==> config.mk <==
export PLATFORM = sky130hd
export DESIGN_NAME = pcie_dma_mwr_split
export DESIGN_NICKNAME = d
export VERILOG_FILES = /design/src/rtl/pcie_dma_mwr_split.sv
export SDC_FILE = /design/constraint.sdc
export NUM_CORES = 1
export LEC_CHECK = 0
export ABC_AREA = 0
export CORE_ASPECT_RATIO = 0.5
export CORE_UTILIZATION = 40
export CTS_CLUSTER_DIAMETER = 120
export DETAILED_ROUTE_END_ITERATION = 8
export PLACE_DENSITY = 0.65
export SYNTH_ARGS = -nofsm -noshare
export SYNTH_HDL_FRONTEND = slang
export SYNTH_SLANG_ARGS = --single-unit
==> constraint.sdc <==
create_clock -name pcie_user_clk -period 4.9 [get_ports pcie_user_clk]
set_clock_uncertainty 0.1 [all_clocks]
set_input_delay 0.98 -clock pcie_user_clk [delete_from_list [all_inputs] [get_ports pcie_user_clk]]
set_output_delay 0.98 -clock pcie_user_clk [all_outputs]
set_load 0.01 [all_outputs]
==> src/rtl/pcie_dma_mwr_split.sv <==
// Splits a DMA write command into MWr TLP requests bounded by max payload size
// and 4 KB address boundaries, with a cap on granted-but-undrained TLPs.
module pcie_dma_mwr_split #(
    parameter int C_PCIE_ADDR_WIDTH = 48,
    parameter int C_MAX_OUTSTANDING = 4
) (
    input  logic                         pcie_user_clk,
    input  logic                         pcie_user_rst,
    input  logic [2:0]                   pcie_max_payload_size,
    input  logic                         cmd_valid,
    output logic                         cmd_ready,
    input  logic [C_PCIE_ADDR_WIDTH-3:0] cmd_addr,
    input  logic [17:0]                  cmd_len,
    output logic                         cmd_done,
    output logic                         busy,
    output logic                         tx_mwr_req,
    output logic [7:0]                   tx_mwr_tag,
    output logic [10:0]                  tx_mwr_len,
    output logic [C_PCIE_ADDR_WIDTH-3:0] tx_mwr_addr,
    input  logic                         tx_mwr_req_ack,
    input  logic                         tx_mwr_data_last,
    output logic                         err_underflow
);

    // state  | meaning
    // IDLE   | ready for a command
    // CALC   | size next TLP, wait for outstanding headroom
    // REQ    | request held until the TX stage acks
    // DRAIN  | all TLPs granted, waiting for payloads to leave
    typedef enum logic [1:0] {S_IDLE, S_CALC, S_REQ, S_DRAIN} state_t;

    localparam logic [3:0] MAX_OUT = 4'(C_MAX_OUTSTANDING);

    state_t                       state;
    logic [C_PCIE_ADDR_WIDTH-3:0] cur_addr;
    logic [17:0]                  remaining;
    logic [7:0]                   mps_dw;
    logic [10:0]                  tlp_len;
    logic [7:0]                   tag;
    logic [3:0]                   outstanding;
    logic                         cmd_ready_q;
    logic                         cmd_done_q;
    logic                         busy_q;
    logic                         req_q;
    logic                         err_q;

    logic [7:0]                   mps_sel;
    logic [10:0]                  dw_to_4k;
    logic [10:0]                  cap_len;
    logic [10:0]                  calc_len;
    logic                         ack_fire;

    always_comb begin
        case (pcie_max_payload_size)
            3'd0:    mps_sel = 8'd32;
            3'd1:    mps_sel = 8'd64;
            default: mps_sel = 8'd128;
        endcase
    end

    // DW address bits [9:0] are byte address bits [11:2]: distance to the next 4 KB page
    assign dw_to_4k = 11'd1024 - {1'b0, cur_addr[9:0]};
    assign cap_len  = ({3'd0, mps_dw} < dw_to_4k) ? {3'd0, mps_dw} : dw_to_4k;
    assign calc_len = (remaining < {7'd0, cap_len}) ? remaining[10:0] : cap_len;
    assign ack_fire = req_q & tx_mwr_req_ack;

    always_ff @(posedge pcie_user_clk) begin
        if (pcie_user_rst) begin
            state       <= S_IDLE;
            cur_addr    <= '0;
            remaining   <= '0;
            mps_dw      <= '0;
            tlp_len     <= '0;
            tag         <= '0;
            outstanding <= '0;
            cmd_ready_q <= 1'b0;
            cmd_done_q  <= 1'b0;
            busy_q      <= 1'b0;
            req_q       <= 1'b0;
            err_q       <= 1'b0;
        end else begin
            cmd_done_q <= 1'b0;

            // A drain completion with nothing outstanding is a TX-side protocol error
            if (tx_mwr_data_last && outstanding == 4'd0)
                err_q <= 1'b1;
            if (ack_fire && !tx_mwr_data_last)
                outstanding <= outstanding + 4'd1;
            else if (!ack_fire && tx_mwr_data_last && outstanding != 4'd0)
                outstanding <= outstanding - 4'd1;

            case (state)
                S_IDLE: begin
                    if (cmd_valid && cmd_ready_q) begin
                        cur_addr    <= cmd_addr;
                        remaining   <= cmd_len;
                        mps_dw      <= mps_sel;
                        cmd_ready_q <= 1'b0;
                        busy_q      <= 1'b1;
                        state       <= (cmd_len == 18'd0) ? S_DRAIN : S_CALC;
                    end else begin
                        cmd_ready_q <= 1'b1;
                    end
                end
                S_CALC: begin
                    tlp_len <= calc_len;
                    if (outstanding < MAX_OUT) begin
                        req_q <= 1'b1;
                        state <= S_REQ;
                    end
                end
                S_REQ: begin
                    if (tx_mwr_req_ack) begin
                        req_q     <= 1'b0;
                        cur_addr  <= cur_addr + {{(C_PCIE_ADDR_WIDTH-13){1'b0}}, tlp_len};
                        remaining <= remaining - {7'd0, tlp_len};
                        tag       <= tag + 8'd1;
                        state     <= (remaining == {7'd0, tlp_len}) ? S_DRAIN : S_CALC;
                    end
                end
                S_DRAIN: begin
                    if (outstanding == 4'd0) begin
                        cmd_done_q  <= 1'b1;
                        cmd_ready_q <= 1'b1;
                        busy_q      <= 1'b0;
                        state       <= S_IDLE;
                    end
                end
                default: state <= S_IDLE;
            endcase
        end
    end

    assign cmd_ready     = cmd_ready_q;
    assign cmd_done      = cmd_done_q;
    assign busy          = busy_q;
    assign tx_mwr_req    = req_q;
    assign tx_mwr_tag    = tag;
    assign tx_mwr_len    = tlp_len;
    assign tx_mwr_addr   = cur_addr;
    assign err_underflow = err_q;

endmodule
# == After elaboration in Yosys (flattened, before gate mapping) ==
# Index checks and enable logic that the tools add are counted.
# W data, S select, Z words.
# op_classes
n_addsub,6
n_lt_le_gt_ge,3
eq_ne,9
mux,28
bitwise,2
reduce_logical,24
# ops
operator,n
$mux W46,2
$pmux W46 S2,1
$add A46 B11 Y46,1
$mux W18,2
$pmux W18 S2,1
$mux W11,2
$eq A18 B11 Y1,1
$logic_not A18 Y1,1
$lt A18 B11 Y1,1
$sub A18 B11 Y18,1
$pmux W8 S2,1
$mux W2,6
$lt A8 B11 Y1,1
$sub A11 B10 Y11 const A,1
$reduce_and A3 Y1,3
$add A8 B1 Y8 const B,1
$mux W4,2
$ne A2 B2 Y1 const B,4
$pmux W2 S4,1
$reduce_bool A2 Y1,4
$mux W1,7
$pmux W1 S2,3
$reduce_and A2 Y1,3
$logic_and A1 B1 Y1,5
other kinds (15),17
# totals
reg_bits,102
inputBits,72
wordCells,84

# == Depth between registers and ports, before layout ==
# logic_depth
ltp_word,6
ltp_mapped,22

# == Worst setup path before layout ==
# No wires, ideal clock.
# synth_timing
path_kind,register -> register
start,reg cur_addr[1] (netlist: tx_mwr_addr[1])
end,reg tlp_len[4] (netlist: tx_mwr_len[4])
setup_ns,0.115
arrival_time_ns,4.194
path_slack_ns,0.491
stages_incl_launch_ff,23
period_less_slack_ns,4.409
path_cell_list,dfxtp_1 > inv_1 > ha_1 > or4b_1 > buf_2 > nor2_1 > xnor2_1 > inv_1 > ha_1 > o41ai_1 > a21oi_1 > o311ai_4 > a211o_1 > ha_1 > a21o_1 > a21o_1 > a21o_1 > a21oi_1 > o21a_1 > o21a_4 > buf_12 > o21ai_2 > o21a_1
# synth_via
elab_chain_len,5
# synth_rtl
element,line,text
from (decl),35,logic [C_PCIE_ADDR_WIDTH-3:0] cur_addr;
from (signal assigned),95,cur_addr <= cmd_addr;
from (signal assigned),115,"cur_addr <= cur_addr + {{(C_PCIE_ADDR_WIDTH-13){1'b0}}, tlp_len};"
$sub A11 B10 Y11 (*),62,"assign dw_to_4k = 11'd1024 - {1'b0, cur_addr[9:0]};"
$lt A8 B11 Y1,63,"assign cap_len = ({3'd0, mps_dw} < dw_to_4k) ? {3'd0, mps_dw} : dw_to_4k;"
$mux W11 (*),63,
$lt A18 B11 Y1,64,"assign calc_len = (remaining < {7'd0, cap_len}) ? remaining[10:0] : cap_len;"
$mux W11 (*),64,
to (signal assigned),106,tlp_len <= calc_len;
to (decl),38,logic [10:0] tlp_len;
# Mark *: on every way between the ends. The rest lies on a longest branch, timed or not.
# A chain may end at the register's enable or synchronous reset.

# == Worst setup path after layout ==
# layout_timing
start,reg cur_addr[1] (netlist: tx_mwr_addr[1])
end,reg tlp_len[0] (netlist: tx_mwr_len[0])
# Same word-level chain as after synthesis.

==> PnR_summary.wiki <==
{| class="wikitable"
! Metric !! Value
|-
| Number of buffers inserted by port buffering || 141
|-
| FILL cells || 1,594
|-
| Iteration count of the initial detailed-routing pass || 5
|-
| Setup slack after placement || 0.247 ns
|-
| Cell chosen for the clock root || sky130_fd_sc_hd__clkbuf_16
|-
| Die W || 186 microns
|-
| WP data required || 5.04 ns
|-
| Setup Total Neg Slack || 0 ns
|-
| Post-layout worst setup margin || 0.346 ns
|-
| Slowest Stage Delay on Critical Path || 0.47 ns
|-
| Total of endpoints with negative setup slack in the final report || 0
|-
| Detailed-route wire length per cell || 18.5 microns
|-
| Finished Layout Cells || 1,215
|-
| Layout cells sized above 1 || 7.79%
|-
| Power density relative to cell area || 404 nW/um^2
|-
| Initial Utilization || 41.1%
|-
| Number of pins with negative max-slew slack in the final report || 0
|-
| Number of maximum-capacitance constraint violations || 0
|-
| Average size of a mapped cell || 7.84 sq um
|-
| Portion of the clock cycle consumed by the worst path in the final layout || 92.9%
|-
| Status || complete, no violations
|-
| Signed area change from the synthesized netlist to the final layout || 28.7%
|-
| Antenna-violating nets left || 0
|-
| Hold_buf cts || 0
|-
| Buffer and inverter count on the worst path || 2
|-
| Number of levels the H-tree was split into || 3
|-
| Worst endpoint data arrival time || 4.70 ns
|-
| HP Start || err_underflow
|-
| Area of the core region || 16,500 sq um
|-
| Post-DP HPWL || 16,100 microns
|-
| Leakage power figure || 0.00313 uW
|-
| Number of global-route vias before repair || 6,576
|-
| Share of the synthesized area in the top cell type || 28.7%
|-
| Number of synthesized flops with an enable pin || 0
|-
| Number of antenna violations at the first check in global routing || 0
|-
| Drt total wl || 22,500 microns
|-
| Register-to-register setup slack || 0.35 ns
|-
| Maximum number of pins on one net before global-route repair || 49
|-
| Top cell types by occurrence after synthesis || sky130_fd_sc_hd__dfxtp_1 (97), sky130_fd_sc_hd__nor2_1 (86), sky130_fd_sc_hd__nand2_1 (62), sky130_fd_sc_hd__a21oi_1 (51), sky130_fd_sc_hd__o21ai_0 (48)
|-
| Kind of capture point of the worst setup path || flip-flop
|-
| Remaining global-route overflow || 0
|-
| Register clock-pin slew on the reported worst setup and hold paths || 0.08 ns
|-
| Mapped Area || 6770 sq um
|-
| Slowest stage cell, crit path || sky130_fd_sc_hd__or4b_1
|-
| Most frequent cell after synthesis || sky130_fd_sc_hd__dfxtp_1
|-
| Headroom to the max-slew limit || 25.5%
|-
| Path type of the worst setup path || reg2reg
|-
| Start of the worst register-to-register path || tx_mwr_addr[1]
|-
| Async set or reset register ratio after synthesis || 0%
|-
| Height of the chip || 94 microns
|-
| Synthesized netlist cell count || 864
|-
| Worst path top cell family by delay || compound AO/OA/AOI/OAI gates
|-
| Number of nets in the final layout || 1,095
|-
| Clk sink count || 97
|-
| Via count || 7,152
|-
| Clock period minus worst slack || 4.55 ns
|-
| First-pass GRT wire length || 34,900 microns
|-
| Number of synthesized register bits || 97
|-
| Highest fanout seen on the critical path || 8
|-
| Distinct cells, synth || 83
|-
| Overall power of the completed layout || 3520 uW
|-
| Rows || 33
|-
| Primary FF master, synth || sky130_fd_sc_hd__dfxtp_1
|-
| Tightest Pin Transition || 1.12 ns
|-
| Peak supply drop || 205 uV
|-
| Worst path most repeated cell || sky130_fd_sc_hd__a21o_1
|-
| Min-delay worst type || reg2reg
|-
| Antenna Diode Count || 0
|-
| Synth area leaders || sky130_fd_sc_hd__dfxtp_1 (29%), sky130_fd_sc_hd__ha_1 (6.8%), sky130_fd_sc_hd__a211oi_1 (4.8%), sky130_fd_sc_hd__nor2_1 (4.8%), sky130_fd_sc_hd__a21oi_1 (3.8%)
|-
| DRC || 0
|-
| DR iter-0 viols || 526
|-
| CTS tree || built
|-
| End of the worst register-to-register path || tx_mwr_len[0]
|-
| Die Footprint || 17,500 sq um
|-
| Critical path cell sequence || inv_2 > ha_2 > or4b_1 > nor2_1 > xnor2_1 > inv_1 > ha_1 > o41ai_1 > a21oi_1 > o311ai_4 > a211o_1 > ha_1 > a21o_1 > a21o_1 > a21o_1 > a21oi_1 > o21a_2 > o21a_4 > a211oi_1 > a311oi_1
|-
| Top cell type by total area after synthesis || sky130_fd_sc_hd__dfxtp_1
|-
| DP Cell Count || 1,193
|-
| Count of pins on the block boundary || 142
|-
| Number of instances on the worst hold path || 2
|-
| Sequential area share after synthesis || 28.7%
|-
| Peak Freq || 220 MHz
|-
| Clock insertion delay at the later pin of the skew report || 0.35 ns
|-
| Number of failing hold endpoints at the final stage || 0
|-
| Endpoint of the worst hold path || err_underflow
|-
| GRT Overall Usage || 25.5%
|-
| Total of warnings raised by yosys || 0
|-
| Final Wtd Congestion || 0.911
|-
| Total clock buffers created by CTS || 9
|-
| Worst-case clock buffer depth || 2
|-
| Worst reg-to-reg path cell count || 20
|-
| Vias per inst || 5.89
|-
| Startpoint Class || flip-flop
|-
| RSZ-0062 raised after global routing || false
|}
==> where the power goes <==
| group | switching, uW | internal [uW] | total, uW | leakage, uW |
|---|---|---|---|---|
| clock | 354 | 370 | 724 | 0.000142 |
| sequential | 189 | 926 | 1110 | 0.000793 |
| combinational | 918 | 766 | 1680 | 0.00219 |
| total | 1460 | 2060 | 3520 | 0.00313 |
==> how the worst max path moves through the flow <==
| stage | start | endpoint | depth (start not counted) | slack [ns] |
|---|---|---|---|---|
| final | tx_mwr_addr[1] | tx_mwr_len[0] | 20 | 0.35 |
| after global routing | tx_mwr_addr[1] | tx_mwr_len[8] | 21 | 0.04 |
| after detailed placement | tx_mwr_addr[1] | tx_mwr_len[0] | 20 | 0.25 |
| after floorplan | tx_mwr_addr[1] | tx_mwr_len[4] | 22 | 0.49 |
| after global placement | tx_mwr_addr[1] | tx_mwr_len[1] | 20 | 0.30 |
| after CTS | tx_mwr_addr[1] | tx_mwr_len[0] | 20 | 0.20 |
==> layout make-up <==
type                    count  area, sq um  share of cell area [%]
multi-input cells         680         4510                    51.8
flip-flops and latches     97         1940                    22.3
repair buffers            161         1560                    17.9
well taps                 227          284                    3.26
clock buffers              10          239                    2.74
inverters                  34          128                    1.46
clock inverters             6         53.8                   0.617
==> sequential cells by signal, indices dropped and copies added, names as in the netlist <==
name	flops
tx_mwr_tag	8
err_underflow	1
mps_dw	3
state	2
tx_mwr_addr	46
tx_mwr_len	11
tx_mwr_req	1
cmd_ready	1
remaining	18
outstanding	4
busy	1
cmd_done	1
==> placed cells by master (no fill, tap or decap), types with 13 or more instances in the layout <==
| master | n |
|---|---|
| sky130_fd_sc_hd__and3_1 | 25 |
| sky130_fd_sc_hd__nor2_1 | 85 |
| sky130_fd_sc_hd__a311oi_1 | 20 |
| sky130_fd_sc_hd__a21o_1 | 13 |
| sky130_fd_sc_hd__nor4_1 | 13 |
| sky130_fd_sc_hd__o21ai_0 | 48 |
| sky130_fd_sc_hd__dfxtp_1 | 97 |
| sky130_fd_sc_hd__nand2_1 | 62 |
| sky130_fd_sc_hd__ha_1 | 36 |
| sky130_fd_sc_hd__clkdlybuf4s50_1 | 140 |
| sky130_fd_sc_hd__a211oi_1 | 43 |
| sky130_fd_sc_hd__buf_4 | 20 |
| sky130_fd_sc_hd__nor3_1 | 35 |
| sky130_fd_sc_hd__a31oi_1 | 13 |
| sky130_fd_sc_hd__nand3_1 | 35 |
| sky130_fd_sc_hd__a21oi_1 | 51 |
| sky130_fd_sc_hd__inv_1 | 33 |
==> metrics by stage <==
stage | util, % | hold WS [ns] | cell area, sq um
2_1_floorplan | - | 0.349 | 6780
3_3_place_gp | 50.8 | 0.350 | 8370
3_5_place_dp | 50.8 | 0.362 | 8370
4_1_cts | 52.6 | 0.381 | 8660
5_1_grt | 52.9 | 0.407 | 8710
6_report | 52.9 | 0.375 | 8710
==> layer usage <==
layer	GRT usage, %	share of wire (%)
met4	6.42	1.4
met2	39.5	44
met5	0	0
met3	4.30	6.2
met1	36.3	49
==> repair_timing <==
item	4_1_cts	5_1_grt
hold endpoints to repair	0	0
endpoints found under the setup margin	0	11
buffers inserted	0	5
resized for setup	0	3
==> worst reg2reg max path: stages, from the launching register on <==
cell and delay (ns):
sky130_fd_sc_hd__dfxtp_1 0.37, sky130_fd_sc_hd__inv_2 0.10, sky130_fd_sc_hd__ha_2 0.21, sky130_fd_sc_hd__or4b_1 0.47, sky130_fd_sc_hd__nor2_1 0.13, sky130_fd_sc_hd__xnor2_1 0.13
sky130_fd_sc_hd__inv_1 0.08, sky130_fd_sc_hd__ha_1 0.32, sky130_fd_sc_hd__o41ai_1 0.08, sky130_fd_sc_hd__a21oi_1 0.24, sky130_fd_sc_hd__o311ai_4 0.18, sky130_fd_sc_hd__a211o_1 0.34
sky130_fd_sc_hd__ha_1 0.30, sky130_fd_sc_hd__a21o_1 0.18, sky130_fd_sc_hd__a21o_1 0.17, sky130_fd_sc_hd__a21o_1 0.17, sky130_fd_sc_hd__a21oi_1 0.13, sky130_fd_sc_hd__o21a_2 0.19
sky130_fd_sc_hd__o21a_4 0.19, sky130_fd_sc_hd__a211oi_1 0.07, sky130_fd_sc_hd__a311oi_1 0.31
==> cells by family (layout without fill, tap and decap cells) <==
| group | after synthesis | count (layout) | share of synthesized area (%) |
|---|---|---|---|
| AOI/OAI and AO/OA | 274 | 275 | 28.6 |
| xor gates and xnor gates | 18 | 18 | 2.33 |
| adders and majority gates | 40 | 40 | 7.72 |
| buffers and inverters | 90 | 211 | 5.34 |
| DFF | 97 | 97 | 28.7 |
| muxes | 15 | 15 | 2.35 |
| other | 1 | 3 | 0.0554 |
| and+or+nand+nor | 329 | 329 | 24.9 |
Power figures use the tool's default switching activity.
